`config.mk`:
```
export PLATFORM = sky130hd
export DESIGN_NAME = mult_div_unit_flat
export DESIGN_NICKNAME = d
export VERILOG_FILES = /design/src/rtl/mult_div_if.sv /design/src/rtl/mult_div_unit.sv /design/src/flat_wrapper.sv
export SDC_FILE = /design/constraint.sdc
export NUM_CORES = 1
export LEC_CHECK = 0
export CAP_MARGIN = 10
export CORE_UTILIZATION = 40
export DETAILED_ROUTE_END_ITERATION = 8
export GPL_TIMING_DRIVEN = 0
export PLACE_DENSITY = 0.72
export SETUP_SLACK_MARGIN = 0.15
export SYNTH_ARGS = -nofsm -noshare
export SYNTH_HDL_FRONTEND = slang
export SYNTH_SLANG_ARGS = --single-unit
```
`constraint.sdc`:
```
create_clock -name clk -period 3.49 [get_ports clk]
set_clock_uncertainty 0.05 [all_clocks]
set_input_delay 0.698 -clock clk [delete_from_list [all_inputs] [get_ports clk]]
set_output_delay 0.698 -clock clk [all_outputs]
set_load 0.02 [all_outputs]
```
`src/rtl/mult_div_if.sv`:
```
// Operand, control and result bundle between the MIPS controller and the
// iterative HI/LO multiply/divide unit.
interface mult_div_if #(
   parameter int WIDTH = 32
);
   logic             start;
   logic [1:0]       op;
   logic [WIDTH-1:0] Rs;
   logic [WIDTH-1:0] Rt;
   logic             hi_wen;
   logic             lo_wen;
   logic             busy;
   logic             done;
   logic             div_by_zero;
   logic [WIDTH-1:0] hi;
   logic [WIDTH-1:0] lo;

   modport master (
      output start, op, Rs, Rt, hi_wen, lo_wen,
      input  busy, done, div_by_zero, hi, lo
   );

   modport slave (
      input  start, op, Rs, Rt, hi_wen, lo_wen,
      output busy, done, div_by_zero, hi, lo
   );
endinterface

```
`src/rtl/mult_div_unit.sv`:
```
// Iterative HI/LO multiply/divide unit (MULT, MULTU, DIV, DIVU, MTHI, MTLO).
//
// state | meaning
// ------+-----------------------------------------------------------------
// IDLE  | waiting for start; MTHI/MTLO writes allowed
// CALC  | one shift-add / shift-subtract iteration per clock, WIDTH in all
// SIGN  | sign correction, atomic hi/lo update, done pulse follows
//
// Operation encoding: op[1] selects divide, op[0] selects unsigned.
module mult_div_unit #(
   parameter int WIDTH = 32
) (
   input logic       clk,
   input logic       rst,
   mult_div_if.slave bus
);

   localparam logic [1:0] IDLE = 2'd0;
   localparam logic [1:0] CALC = 2'd1;
   localparam logic [1:0] SIGN = 2'd2;

   localparam int CW = (WIDTH > 1) ? $clog2(WIDTH) : 1;
   localparam logic [CW-1:0] ITER_LAST = CW'(WIDTH - 1);

   logic [1:0]         state;
   logic [CW-1:0]      iter_cnt;
   logic [1:0]         op_q;
   logic               sign_a;
   logic               sign_b;
   logic [WIDTH-1:0]   mag_a;
   logic [WIDTH-1:0]   mag_b;
   logic [WIDTH-1:0]   rs_q;
   logic [2*WIDTH-1:0] acc;
   logic [WIDTH-1:0]   hi_q;
   logic [WIDTH-1:0]   lo_q;
   logic               done_q;
   logic               dbz_q;

   // launch-side operand conditioning
   logic               in_signed;
   logic               in_neg_a;
   logic               in_neg_b;
   logic [WIDTH-1:0]   in_mag_a;
   logic [WIDTH-1:0]   in_mag_b;

   // iteration datapath
   logic [WIDTH:0]     mul_sum;
   logic [2*WIDTH-1:0] mul_next;
   logic [WIDTH:0]     div_shift;
   logic               div_ge;
   logic [WIDTH-1:0]   div_diff;
   logic [WIDTH-1:0]   div_rem;
   logic [2*WIDTH-1:0] div_next;
   logic [2*WIDTH-1:0] acc_next;

   // result shaping
   logic               is_div;
   logic               is_signed;
   logic               neg_result;
   logic               neg_rem;
   logic               b_zero;
   logic [2*WIDTH-1:0] prod_signed;
   logic [WIDTH-1:0]   quo_raw;
   logic [WIDTH-1:0]   rem_raw;
   logic [WIDTH-1:0]   quo_signed;
   logic [WIDTH-1:0]   rem_signed;
   logic [WIDTH-1:0]   hi_res;
   logic [WIDTH-1:0]   lo_res;

   // Signed ops work on magnitudes; the signs are reapplied in SIGN.
   always_comb begin
      in_signed = ~bus.op[0];
      in_neg_a  = in_signed & bus.Rs[WIDTH-1];
      in_neg_b  = in_signed & bus.Rt[WIDTH-1];
      in_mag_a  = in_neg_a ? ({WIDTH{1'b0}} - bus.Rs) : bus.Rs;
      in_mag_b  = in_neg_b ? ({WIDTH{1'b0}} - bus.Rt) : bus.Rt;
   end

   // One iteration of either algorithm over the shared accumulator.
   // Multiply: acc = {partial product, remaining multiplier bits}, shift right.
   // Divide:   acc = {partial remainder, remaining dividend / quotient bits},
   //           shift left, quotient bit enters at the bottom.
   always_comb begin
      mul_sum  = {1'b0, acc[2*WIDTH-1:WIDTH]} + (acc[0] ? {1'b0, mag_a} : {(WIDTH+1){1'b0}});
      mul_next = {mul_sum, acc[WIDTH-1:1]};

      div_shift = {acc[2*WIDTH-1:WIDTH], acc[WIDTH-1]};
      div_ge    = (div_shift >= {1'b0, mag_b});
      // The partial remainder stays below the divisor, so the difference
      // always fits in WIDTH bits whenever it is taken.
      div_diff  = div_shift[WIDTH-1:0] - mag_b;
      div_rem   = div_ge ? div_diff : div_shift[WIDTH-1:0];
      div_next  = {div_rem, acc[WIDTH-2:0], div_ge};

      acc_next  = op_q[1] ? div_next : mul_next;
   end

   // Final sign correction and divide-by-zero substitution.
   always_comb begin
      is_div      = op_q[1];
      is_signed   = ~op_q[0];
      neg_result  = is_signed & (sign_a ^ sign_b);
      neg_rem     = is_signed & sign_a;
      b_zero      = (mag_b == {WIDTH{1'b0}});
      prod_signed = neg_result ? ({(2*WIDTH){1'b0}} - acc) : acc;
      quo_raw     = acc[WIDTH-1:0];
      rem_raw     = acc[2*WIDTH-1:WIDTH];
      quo_signed  = neg_result ? ({WIDTH{1'b0}} - quo_raw) : quo_raw;
      rem_signed  = neg_rem ? ({WIDTH{1'b0}} - rem_raw) : rem_raw;

      hi_res = prod_signed[2*WIDTH-1:WIDTH];
      lo_res = prod_signed[WIDTH-1:0];
      if (is_div) begin
         if (b_zero) begin
            hi_res = rs_q;
            lo_res = {WIDTH{1'b1}};
         end else begin
            hi_res = rem_signed;
            lo_res = quo_signed;
         end
      end
   end

   // Sequencer, iteration register and architectural HI/LO.
   always_ff @(posedge clk) begin
      if (rst) begin
         state    <= IDLE;
         iter_cnt <= '0;
         op_q     <= 2'b00;
         sign_a   <= 1'b0;
         sign_b   <= 1'b0;
         mag_a    <= '0;
         mag_b    <= '0;
         rs_q     <= '0;
         acc      <= '0;
         hi_q     <= '0;
         lo_q     <= '0;
         done_q   <= 1'b0;
         dbz_q    <= 1'b0;
      end else begin
         done_q <= 1'b0;
         dbz_q  <= 1'b0;
         case (state)
            IDLE: begin
               if (bus.start) begin
                  op_q     <= bus.op;
                  sign_a   <= in_neg_a;
                  sign_b   <= in_neg_b;
                  mag_a    <= in_mag_a;
                  mag_b    <= in_mag_b;
                  rs_q     <= bus.Rs;
                  iter_cnt <= ITER_LAST;
                  // Divide shifts the dividend out of the low half; multiply
                  // shifts the multiplier out of it.
                  acc      <= {{WIDTH{1'b0}}, (bus.op[1] ? in_mag_a : in_mag_b)};
                  state    <= CALC;
               end else begin
                  if (bus.hi_wen) hi_q <= bus.Rs;
                  if (bus.lo_wen) lo_q <= bus.Rs;
               end
            end
            CALC: begin
               acc <= acc_next;
               if (iter_cnt == '0) begin
                  state <= SIGN;
               end else begin
                  iter_cnt <= iter_cnt - 1'b1;
               end
            end
            SIGN: begin
               hi_q   <= hi_res;
               lo_q   <= lo_res;
               done_q <= 1'b1;
               dbz_q  <= is_div & b_zero;
               state  <= IDLE;
            end
            default: state <= IDLE;
         endcase
      end
   end

   assign bus.busy        = (state != IDLE);
   assign bus.done        = done_q;
   assign bus.div_by_zero = dbz_q;
   assign bus.hi          = hi_q;
   assign bus.lo          = lo_q;

endmodule
```
`src/flat_wrapper.sv`:
```
// flat-port wrapper written by rule: the top's interface ports become plain ports
module mult_div_unit_flat 
#(
   parameter int WIDTH = 32
)
  (clk, rst, bus_start, bus_op, bus_Rs, bus_Rt, bus_hi_wen, bus_lo_wen, bus_busy, bus_done, bus_div_by_zero, bus_hi, bus_lo);
  mult_div_if #(.WIDTH(WIDTH)) bus_i ();
  input logic clk;
  input logic rst;
  input wire logic [$bits(bus_i.start)-1:0] bus_start;
  input wire logic [$bits(bus_i.op)-1:0] bus_op;
  input wire logic [$bits(bus_i.Rs)-1:0] bus_Rs;
  input wire logic [$bits(bus_i.Rt)-1:0] bus_Rt;
  input wire logic [$bits(bus_i.hi_wen)-1:0] bus_hi_wen;
  input wire logic [$bits(bus_i.lo_wen)-1:0] bus_lo_wen;
  output wire logic [$bits(bus_i.busy)-1:0] bus_busy;
  output wire logic [$bits(bus_i.done)-1:0] bus_done;
  output wire logic [$bits(bus_i.div_by_zero)-1:0] bus_div_by_zero;
  output wire logic [$bits(bus_i.hi)-1:0] bus_hi;
  output wire logic [$bits(bus_i.lo)-1:0] bus_lo;
  assign bus_i.start = bus_start;
  assign bus_i.op = bus_op;
  assign bus_i.Rs = bus_Rs;
  assign bus_i.Rt = bus_Rt;
  assign bus_i.hi_wen = bus_hi_wen;
  assign bus_i.lo_wen = bus_lo_wen;
  assign bus_busy = bus_i.busy;
  assign bus_done = bus_i.done;
  assign bus_div_by_zero = bus_i.div_by_zero;
  assign bus_hi = bus_i.hi;
  assign bus_lo = bus_i.lo;
  mult_div_unit #(.WIDTH(WIDTH)) u_core (.clk(clk), .rst(rst), .bus(bus_i));
endmodule
```
==> impl_results.md <==
- Worst Hold Launch: u_core.rs_q[2]
- Crit path capture type: register
- EDFF count, synth: 0
- CP Class: register to register
- Core Area: around 43000 um^2
- Fin worst setup slack: -122 ps
- Pins Over Slew Limit: 0
- Worst Hold Endpoint: u_core.rs_q[2]
- Slew @ Worst Pin: between 1000 and 1500 ps
- Failing checks: negative setup slack
- Count of different cell masters after synthesis: 80
- Pwr dens: 440 nW/um^2
- WP data required: 3930 ps
- Critical Path Fanout Max: 4
- Routed via count: roughly 20000
- Die width: ~210 um
- Chip Height: approximately 210 um
- Mapped Cells: around 2300
- Final core occ: roughly 50%
- Post-synthesis net count: 2476
- R2R Setup Slk: -120 ps
- Remaining antenna violation count after routing: 0
- RR Endpoint: u_core.acc[61]
- FFs w/ async S/R, synth: 0%
- Fin Hold WS: approximately 400 ps
- Congestion Overflow GR: 0
- DRT Wirelength: roughly 80000 um
- Ratio of cells with drive above 1 in the final layout: a little under a tenth
- # rows: 76
- Tmin final: about 3600 ps
- Seq/Total Area, Yosys: ~27%
- Max Cap Viol: 0
- Starting Density: 40.6%
- Slew HR: 21.9%
- Total Routing Usage GR: between 30% and 40%
- Num CTS Buffers: 27
- # setup viols final: 7
- Synthesized flop and latch total: around 240
- Area delta synth->final: 23.2%
- Detailed Routing Iterations Pass 1: 6
- # clock sinks: 236
- Residual DRC: 0
- Multi-input gate area: 12400 um^2
- Mapped cell area: 17500 um^2
- Top_reg_cell synth: dfxtp_1
- Max Fclk: approximately 0.28 GHz
- CTS hold repair buffers: 0
- Crit share post-route: 103%
- Crit start category: register
- Reg2reg start: u_core.acc[0]
- Via density: approximately 6.3
- Setup TNS Final: -390 ps
- Placed instance count: around 3000
- Worst reg-to-reg path cell count: 16
- Post-Syn Area per Cell: about 7.5 um^2
- Final Hold Fails: 0
- Post-synth top cells: nand2_1 (255), dfxtp_1 (236), nor2_1 (230), a21oi_1 (224), clkbuf_1 (158)
- WP data arrival: roughly 4100 ps
- Hold depth: 2
- VDD IR max: approximately 0.38 mV
- Clock root cell: clkbuf_16
- I/O pins: ~140
- Later-pin clock latency in the skew report: roughly 570 ps
- Initial antenna violation count: 0
- HP Class: register to register
- First DRT Iteration DRCs: between 2000 and 3000
- Fin nets: approximately 2700
- Largest net degree at the start of global routing: 14
- Final HPWL DP: 61900 um
- RSZ-0062 raised after global routing: true
- Status: complete, but fails checks
- Final non-filler cell total: around 3100
- First-pass GRT wire length: around 110000 um
- Max Root-Sink Buffers: 3
- Area of the die: 44600 um^2
- H-tree levels: 1
- Antenna fix cells: 0
- CTS tree: built
- Number of port buffers: about 130
- Worst-path clk slew: approximately 60 ps
- Leakage: 8.55 nW
- WL/cell: between 20 and 30 um
- Gpl congestion: approximately 1.0
- Synthesis Warnings: 0
- Yosys top cell area share: 27.0%
- Cell with the most instances after synthesis: nand2_1
- Top cells by area, synth: dfxtp_1 (27%), a21oi_1 (6.4%), nand2_1 (5.5%), xnor2_1 (5.3%), a211oi_1 (5.1%)
- Cell taking the most area after synthesis: dfxtp_1
- Register Area: 4730 um^2
- Fillers: between 4000 and 5000
- Vias in the first global route: between 15000 and 20000
==> state kept, by name, summed over array words and instances (netlist names) <==
register / flops
u_core.op_q: 2
u_core.bus.lo: 32
u_core.mag_b: 32
u_core.iter_cnt: 5
u_core.bus.div_by_zero: 1
u_core.rs_q: 32
u_core.sign_a: 1
u_core.sign_b: 1
u_core.acc: 64
u_core.mag_a: 31
u_core.state: 2
u_core.bus.hi: 32
u_core.bus.done: 1
==> metal layers <==
layer  part of all wire, %  GRT usage [%]
met5                     0              0
met3                    11           7.57
met1                    39           44.8
met2                    43           52.5
met4                   6.2           19.6
==> power breakdown <==
part           total (mW)  switching, mW  internal, mW
Combinational        3.16           2.00          1.16
Clock                3.14           1.27          1.87
Sequential           3.19          0.260          2.93
==> worst max-delay path by stage <==
stage	cells after the start	slack, ps	end	startpoint
after floorplan	16	150	u_core.acc[59]	u_core.acc[0]
after global placement	11	-1100	u_core.acc[18]	bus_Rs[0]
after detailed placement	11	-1030	u_core.acc[18]	bus_Rs[0]
after CTS	17	-200	u_core.acc[61]	u_core.acc[0]
after global routing	16	-180	u_core.acc[61]	u_core.acc[0]
final	16	-120	u_core.acc[61]	u_core.acc[0]
==> worst max-delay path, stage by stage (launching register included) <==
cell and delay (ps):
dfxtp_2 330, buf_8 130, buf_6 110, buf_6 110
and2_4 150, ha_4 250, o211ai_1 260, a21oi_4 60
o41a_1 400, a311o_1 420, a311oi_4 230, buf_6 170
o21ai_4 90, a221oi_2 280, xnor2_1 180, o211ai_1 120
a21oi_1 200
==> layout by cell type (no fill, tap or decap), types with 42 or more instances in the layout <==
cell / n
dfxtp_1: 231
inv_1: 63
clkdlybuf4s50_1: 123
nand2_1: 254
ha_1: 57
xor2_1: 92
clkbuf_1: 151
mux2i_1: 74
a21oi_1: 216
xnor2_1: 98
a211oi_1: 114
buf_4: 42
o21ai_0: 117
nor2_1: 227
==> layout make-up <==
type,count,share of cell area (%)
sequential,236,22.0
inverter,66,1.15
multi-input combinational,1844,57.5
timing repair buffer,178,7.88
tap,585,3.40
clock inverter,14,0.941
buffer,187,3.68
clock buffer,34,3.44
==> cells by family (layout without fill, tap and decap cells) <==
logic type,after synthesis,count (layout),synth area share [%]
and+or+nand+nor,766,766,20.8
AOI/OAI and AO/OA,732,732,27.1
buffers and inverters,253,479,5.62
DFF,236,236,27.0
xor gates and xnor gates,199,199,9.97
muxes,75,75,4.30
adders and majority gates,72,72,5.24
==> metrics by stage <==
stage | area [um^2] | total power, mW | setup slack, ps
3_3_place_gp | 19500 | 6.05 | -1100
4_1_cts | 21000 | 9.24 | -197
5_1_grt | 21600 | 9.76 | -179
6_report | 21600 | 9.49 | -122
3_5_place_dp | 19500 | 6.08 | -1030
2_1_floorplan | 17500 | 4.99 | 149
==> what timing repair did <==
action | in CTS | in global routing
setup endpoints to repair | 79 | 77
pin swaps | 40 | 47
buffers inserted | 27 | 23
gates resized for setup | 81 | 83
Note: power is estimated with default switching activity, not from simulation.
